==> src/rtl/sent_tx_frame_sequencer.sv <==
`default_nettype none
// ============================================================================
// Module   : sent_tx_frame_sequencer
// Brief    : SENT fast-channel frame sequencer. It emits SYNC, STATUS, N DATA
//            nibbles and CRC symbols over a valid/done handshake. Serial
//            messages (short or enhanced) are carried on status bits 3:2.
//            Define SENT_PAUSE_EN to add the pause_req input and a PAUSE symbol.
// Revision : 1.0 - initial release
// ============================================================================
module sent_tx_frame_sequencer #(
  parameter int         MAX_NIBBLES = 6,
  parameter logic [3:0] CRC_SEED    = 4'h5
) (
  input  logic                     clk,
  input  logic                     reset,
  input  logic                     enable,
  input  logic [2:0]               nibble_count,
  input  logic [4*MAX_NIBBLES-1:0] data_in,
  input  logic                     data_valid,
  output logic                     data_ack,
  input  logic [1:0]               status_lo,
  input  logic                     serial_mode,
  input  logic                     serial_valid,
  input  logic [17:0]              serial_bit2,
  input  logic [17:0]              serial_bit3,
`ifdef SENT_PAUSE_EN
  input  logic                     pause_req,
`endif
  output logic                     sym_req,
  output logic [1:0]               sym_type,
  output logic [3:0]               sym_value,
  input  logic                     sym_done,
  output logic                     busy,
  output logic                     frame_done,
  output logic                     serial_done,
  output logic                     stale
);

  localparam logic [1:0] c_SYM_SYNC   = 2'd0;
  localparam logic [1:0] c_SYM_NIBBLE = 2'd1;
  localparam logic [1:0] c_SYM_PAUSE  = 2'd2;
  localparam logic [2:0] c_MAX_N      = 3'(MAX_NIBBLES);

  typedef enum logic [2:0] {
    ST_IDLE   = 3'd0,
    ST_SYNC   = 3'd1,
    ST_STATUS = 3'd2,
    ST_DATA   = 3'd3,
`ifdef SENT_PAUSE_EN
    ST_PAUSE  = 3'd5,
`endif
    ST_CRC    = 3'd4
  } state_t;

  state_t                   r_state;
  state_t                   w_state_next;
  logic [4*MAX_NIBBLES-1:0] r_data;
  logic [2:0]               r_nib_n;
  logic [2:0]               r_nib_idx;
  logic [3:0]               r_crc;
  logic [1:0]               r_status_lo;
  logic                     r_ser_mode;
  logic                     r_ser_active;
  logic [4:0]               r_ser_cnt;
  logic [17:0]              r_bit2;
  logic [17:0]              r_bit3;
  logic                     r_sym_req;
  logic [1:0]               r_sym_type;
  logic [3:0]               r_sym_value;
  logic                     r_data_ack;
  logic                     r_frame_done;
  logic                     r_serial_done;
  logic                     r_stale;
`ifdef SENT_PAUSE_EN
  logic                     r_pause;
`endif

  logic                     w_done;
  logic                     w_step;
  logic                     w_frame_end;
  logic                     w_sync_entry;
  logic                     w_ser_wrap;
  logic [4:0]               w_ser_last;
  logic [4:0]               w_ser_cnt_next;
  logic [2:0]               w_idx_next;
  logic [2:0]               w_nib_clamp;
  logic [4*MAX_NIBBLES-1:0] w_data_sh;
  logic [3:0]               w_nibble;
  logic [3:0]               w_crc_next;
  logic [3:0]               w_status;

  // Multiply by x^4 modulo x^4+x^3+x^2+1.
  function automatic logic [3:0] crc_step(input logic [3:0] v);
    logic [3:0] r;
    r = v;
    for (int i = 0; i < 4; i++) begin
      r = {r[2:0], 1'b0} ^ (r[3] ? 4'hD : 4'h0);
    end
    return r;
  endfunction

  always_comb begin
    w_done       = sym_done && r_sym_req;
    w_state_next = r_state;
    w_frame_end  = 1'b0;
    case (r_state)
      ST_IDLE:   if (enable) w_state_next = ST_SYNC;
      ST_SYNC:   if (w_done) w_state_next = ST_STATUS;
      ST_STATUS: if (w_done) w_state_next = ST_DATA;
      ST_DATA:   if (w_done && (r_nib_idx == r_nib_n - 3'd1)) w_state_next = ST_CRC;
      ST_CRC: begin
        if (w_done) begin
`ifdef SENT_PAUSE_EN
          if (r_pause) w_state_next = ST_PAUSE;
          else         w_frame_end  = 1'b1;
`else
          w_frame_end = 1'b1;
`endif
        end
      end
`ifdef SENT_PAUSE_EN
      ST_PAUSE:  if (w_done) w_frame_end = 1'b1;
`endif
      default:   w_state_next = ST_IDLE;
    endcase
    if (w_frame_end) w_state_next = enable ? ST_SYNC : ST_IDLE;

    w_step       = w_done || ((r_state == ST_IDLE) && enable);
    w_sync_entry = (w_state_next == ST_SYNC) && ((r_state == ST_IDLE) || w_frame_end);

    w_ser_last     = r_ser_mode ? 5'd17 : 5'd15;
    w_ser_wrap     = w_frame_end && r_ser_active && (r_ser_cnt == w_ser_last);
    w_ser_cnt_next = r_ser_cnt;
    if (w_frame_end) begin
      if (!r_ser_active || w_ser_wrap) w_ser_cnt_next = 5'd0;
      else                             w_ser_cnt_next = r_ser_cnt + 5'd1;
    end

    w_nib_clamp = ((nibble_count == 3'd0) || (nibble_count > c_MAX_N)) ? c_MAX_N : nibble_count;
    w_idx_next  = (r_state == ST_DATA) ? r_nib_idx + 3'd1 : 3'd0;
    w_data_sh   = r_data << {w_idx_next, 2'b00};
    w_nibble    = w_data_sh[4*MAX_NIBBLES-1 -: 4];
    // The nibble just acknowledged is still held in r_sym_value.
    w_crc_next  = crc_step(r_crc) ^ r_sym_value;
    w_status    = {r_ser_active && (r_ser_mode ? r_bit3[17] : (r_ser_cnt == 5'd0)),
                   r_ser_active && r_bit2[17],
                   r_status_lo};
  end

  always_ff @(posedge clk or posedge reset) begin
    if (reset) begin
      r_state       <= ST_IDLE;
      r_data        <= '0;
      r_nib_n       <= 3'd0;
      r_nib_idx     <= 3'd0;
      r_crc         <= 4'd0;
      r_status_lo   <= 2'd0;
      r_ser_mode    <= 1'b0;
      r_ser_active  <= 1'b0;
      r_ser_cnt     <= 5'd0;
      r_bit2        <= 18'd0;
      r_bit3        <= 18'd0;
      r_sym_req     <= 1'b0;
      r_sym_type    <= c_SYM_SYNC;
      r_sym_value   <= 4'd0;
      r_data_ack    <= 1'b0;
      r_frame_done  <= 1'b0;
      r_serial_done <= 1'b0;
      r_stale       <= 1'b0;
`ifdef SENT_PAUSE_EN
      r_pause       <= 1'b0;
`endif
    end else begin
      r_state       <= w_state_next;
      r_data_ack    <= 1'b0;
      r_frame_done  <= w_frame_end;
      r_serial_done <= w_ser_wrap;
      r_ser_cnt     <= w_ser_cnt_next;

      if (w_sync_entry) begin
        if (data_valid) begin
          r_data     <= data_in;
          r_data_ack <= 1'b1;
          r_stale    <= 1'b0;
        end else begin
          r_stale    <= 1'b1;
        end
        r_nib_n     <= w_nib_clamp;
        r_crc       <= CRC_SEED;
        r_status_lo <= status_lo;
        // Serial words are only taken at the start of a message.
        if (w_ser_cnt_next == 5'd0) begin
          r_ser_mode   <= serial_mode;
          r_ser_active <= serial_valid;
          if (serial_valid) begin
            r_bit2 <= serial_mode ? serial_bit2 : {serial_bit2[15:0], 2'b00};
            r_bit3 <= serial_bit3;
          end else begin
            r_bit2 <= 18'd0;
            r_bit3 <= 18'd0;
          end
        end
      end

      if ((r_state == ST_STATUS) && w_done) begin
        r_bit2 <= {r_bit2[16:0], 1'b0};
        r_bit3 <= {r_bit3[16:0], 1'b0};
      end
      if (w_done && ((r_state == ST_STATUS) || (r_state == ST_DATA))) r_nib_idx <= w_idx_next;
      if ((r_state == ST_DATA) && w_done) r_crc <= w_crc_next;
`ifdef SENT_PAUSE_EN
      if ((r_state == ST_DATA) && (w_state_next == ST_CRC)) r_pause <= pause_req;
`endif

      if (w_step) begin
        r_sym_req   <= 1'b1;
        r_sym_type  <= c_SYM_NIBBLE;
        r_sym_value <= 4'd0;
        case (w_state_next)
          ST_SYNC:   r_sym_type  <= c_SYM_SYNC;
          ST_STATUS: r_sym_value <= w_status;
          ST_DATA:   r_sym_value <= w_nibble;
          ST_CRC:    r_sym_value <= crc_step(w_crc_next);
`ifdef SENT_PAUSE_EN
          ST_PAUSE:  r_sym_type  <= c_SYM_PAUSE;
`endif
          default: begin
            r_sym_req  <= 1'b0;
            r_sym_type <= c_SYM_SYNC;
          end
        endcase
      end
    end
  end

  assign sym_req     = r_sym_req;
  assign sym_type    = r_sym_type;
  assign sym_value   = r_sym_value;
  assign data_ack    = r_data_ack;
  assign frame_done  = r_frame_done;
  assign serial_done = r_serial_done;
  assign stale       = r_stale;
  assign busy        = (r_state != ST_IDLE);

endmodule
`default_nettype wire
==> config.mk <==
export PLATFORM = sky130hd
export DESIGN_NAME = sent_tx_frame_sequencer
export DESIGN_NICKNAME = d
export VERILOG_FILES = /design/src/rtl/sent_tx_frame_sequencer.sv
export SDC_FILE = /design/constraint.sdc
export NUM_CORES = 1
export LEC_CHECK = 0
export CAP_MARGIN = 20
export CELL_PAD_IN_SITES_DETAIL_PLACEMENT = 0
export CELL_PAD_IN_SITES_GLOBAL_PLACEMENT = 2
export CORE_ASPECT_RATIO = 1.4
export CORE_MARGIN = 1.5
export CORE_UTILIZATION = 30
export DETAILED_ROUTE_END_ITERATION = 8
export GPL_TIMING_DRIVEN = 0
export PLACE_DENSITY_LB_ADDON = 0.25
export SLEW_MARGIN = 25
export SYNTH_ARGS = -nofsm -noshare
export SYNTH_HDL_FRONTEND = slang
export SYNTH_SLANG_ARGS = --single-unit
export TNS_END_PERCENT = 5
==> constraint.sdc <==
create_clock -name clk -period 3.7 [get_ports clk]
set_input_delay 0.925 -clock clk [delete_from_list [all_inputs] [get_ports clk]]
set_output_delay 0.925 -clock clk [all_outputs]
set_load 0.01 [all_outputs]
==> results.md, run 1 <==
- Drt total wl: ~12000 um
- Routability cong.: 0.7638
- Max incr delay on CP: 0.52 ns
- Die Width: 109.9 um
- Mapped Cells: 470
- First-pass GRT wire length: around 20000 um
- Register area share after synthesis: 48.00%
- Layout net count: 639
- Ant. Diodes: 0
- Ports: 84
- Critical Path RT: between 3 and 4 ns
- Crit path max fanout: 10
- Max Slew Vio Count: 0
- Die Y: 152.6 um
- Post-synth top flop: dfrtp_1
- Setup crit start kind: input pin
- Max-slew headroom: about 44%
- Status: completed
- Worst path cell trace: clkdlybuf4s50_1 -> and2_1 -> nand2_1 -> or2_2 -> buf_2 -> clkbuf_1 -> clkbuf_1 -> nor2_1 -> a31oi_1
- Unrepaired setup endpoints after global routing: no
- EDFF count, synth: 0
- Synth Warn #: 0
- Final worst-path setup slack: just over 0.5 ns
- Setup total negative slack: 0 ns
- Final hold violations: 0
- Synth Area per Inst: 10.20 sq um
- Min cycle time layout: 3.191 ns
- Most used cell, CP: clkbuf_1
- Worst-path clk slew: ~0.06 ns
- HP Class: reg2reg
- Least-Margin Pin Slew: 0.8371 ns
- CP startpoint: sym_done
- Remaining Overflow, GRT: 0
- Synth unique cells: 52
- Post-Syn Area: ~4800 sq um
- Pwr per Cell Area: 636.5 nW/um^2
- Vias in the first global route: 3954
- Post-Place Worst Slack: 0.1094 ns
- Dpl hpwl: between 9000 and 10000 um
- CTS Root Cell: clkbuf_16
- Clock Sinks: 92
- Worst-Skew Late Latency: 0.34 ns
- H-tree levels: 3
- Initial antenna violation count: 0
- Area delta synth->final: 28.31%
- Clock Tree Buf Depth: 2
- Pleak: 2.663 nW
- Total CTS buffers: 9
- Rows: 54
- Worst Setup Path Type: in2reg
- Largest net degree at the start of global routing: between 50 and 60
- Dpl cell area: between 5000 and 6000 sq um
- Async SR Flop Fraction: 100.0%
- Routed length per instance: 15.81 um
- Most frequent cells in the layout: dfrtp_1 (92), clkdlybuf4s50_1 (81), mux2i_1 (40)
- Drt pass-1 iters: 4
- CP endpoint: r_bit3[1]
- Port bufs: 81
- R2R depth: 9
- Worst vdd ir: 0.0002682 V
- FF-to-FF Start: r_state[2]
- Syn Nets: 546
- DRC: 0
- Period utilisation layout: 86.25%
- Post-cts hold buffer count: 0
- Iteration-0 DRC Markers: 142
- Most common cell after layout, fill and taps aside: dfrtp_1
- Final antenna-violating net count: 0
- Non-Filler Cell Area, Final: between 6000 and 7000 sq um
- R2R Setup Slk: 1.14 ns
- Core area: 15610 sq um
- Clock skew: 0.005814 ns
- Post-CTS setup buffers: 0
- Layout cells sized above 1: a little under an eighth
- Cts repair resizes: 0
- FF-to-FF End: r_bit3[1]
- # setup viols final: 0
- CP max stage cell: clkdlybuf4s50_1
- Total die area: about 17000 sq um
- CTS tree: built
- Initial core utilization: 30.73%
- Crit. End Element: flop
- Max Fclk: ~310 MHz
- Vias: 3796
- CP arrival: around 3.5 ns
- Register bit total from synthesis: approximately 90
- Via density: 4.975
- Max-cap violations: 0
- Global Route Usage Sum: between 10% and 20%
-- critical path: cells and delay by family --
kind | cells | cell delay [ns]
AO/OA/AOI/OAI | 1 | 0.16
AND/OR/NAND/NOR | 4 | 0.78
buffers and inverters | 4 | 1.58
-- Yosys cell counts (4+ instances only) --
cell      instances  area [sq um]
a21oi_1          10         50.05
a31oi_1          20         125.1
and2_1            5         31.28
buf_2            10         50.05
clkbuf_1         17         63.81
dfrtp_1          92          2302
ha_1              4         50.05
inv_1            15         56.30
mux2_2           28         315.3
mux2i_1          40         400.4
nand2_1          27         101.4
nand2b_1         21         131.4
nand3_1          23         115.1
nor2_1           36         135.1
nor3_1            8         40.04
nor4_1            4         25.02
o21ai_0          28         140.1
o22ai_1          19         118.9
xnor2_1          11         96.34
xor2_1            5         43.79
-- metrics by stage --
step,power [W],hold WS [ns],utilization (%),cells
2_1_floorplan,0.002608,0.4712,-,470
3_3_place_gp,0.003059,0.4868,37.49,747
3_5_place_dp,0.003089,0.4867,37.70,748
4_1_cts,0.003976,0.5005,39.43,763
5_1_grt,0.004207,0.5138,39.43,763
6_report,0.003917,0.5019,39.43,763
-- power breakdown --
| group | internal, W | switching, W | leakage, nW |
|---|---|---|---|
| registers | 0.00136 | 0.000221 | 1.11 |
| logic | 0.000732 | 0.000741 | 1.42 |
| clock network | 0.000469 | 0.000392 | 0.131 |
| total | 0.00256 | 0.00135 | 2.66 |
-- how the worst min path moves through the flow --
stage / startpoint / cells after the start / slack [ns] / endpoint
after floorplan: r_data[11] / 1 / 0.47 / r_data[11]
after global placement: sym_type[0] / 1 / 0.49 / sym_type[0]
after detailed placement: sym_type[0] / 1 / 0.49 / sym_type[0]
after CTS: sym_type[0] / 1 / 0.50 / sym_type[0]
after global routing: r_data[22] / 1 / 0.51 / r_data[22]
final: sym_type[0] / 1 / 0.50 / sym_type[0]
-- routing by layer --
metal | routed length, um | GRT usage (%) | vias up | share of wire, %
met3 | 389 | 3.379 | 9 | 3.2
met2 | 6397 | 26.65 | 65 | 53
met1 | 5128 | 18.53 | 1855 | 43
met4 | 148 | 4.638 | 0 | 1.2
li1 | - | - | 1867 | -
met5 | 0 | 0 | - | 0
-- state kept, by name (all words and copies together) (netlist names), 2 cells and up --
signal and flops:
r_crc 4, r_bit3 18, sym_value 4, r_data 24, r_ser_cnt 5, r_status_lo 2
r_state 3, r_bit2 18, r_nib_n 3, r_nib_idx 3
-- cells by family (layout without fill, tap and decap cells) --
family,after synthesis,count (layout),synth area share [%]
compound gates,96,96,12.42
xor+xnor,17,17,3.418
fa+ha+maj,4,4,1.044
buf+inv,44,141,3.783
flops,92,92,48.00
mux,68,68,14.92
other cells,1,1,0.07819
simple gates,148,148,16.33
-- area by class of cell --
class	count	area [sq um]
inverters	15	61.31
clock inverters	4	26.28
multi-input cells	334	2312
fillers	1562	9454
clock buffers	11	242.7
flip-flops and latches	92	2302
plain buffers	29	125.1
well taps	196	245.2
repair buffers	82	838.3
(Power assumes the default switching activity.)
==> inputs of run 2 (changes only) <==
==> constraint.sdc (replaced) <==
create_clock -name clk -period 3.7 [get_ports clk]
set_input_delay 0.555 -clock clk [delete_from_list [all_inputs] [get_ports clk]]
set_output_delay 0.555 -clock clk [all_outputs]
set_load 0.01 [all_outputs]
==> results of run 2 <==
The final DEF is identical to that of run 1. Status: completed.
Among the figures that moved: setup slack after placement 0.1094 ns -> 0.4794 ns; setup slack after layout 0.5088 ns -> 0.8788 ns
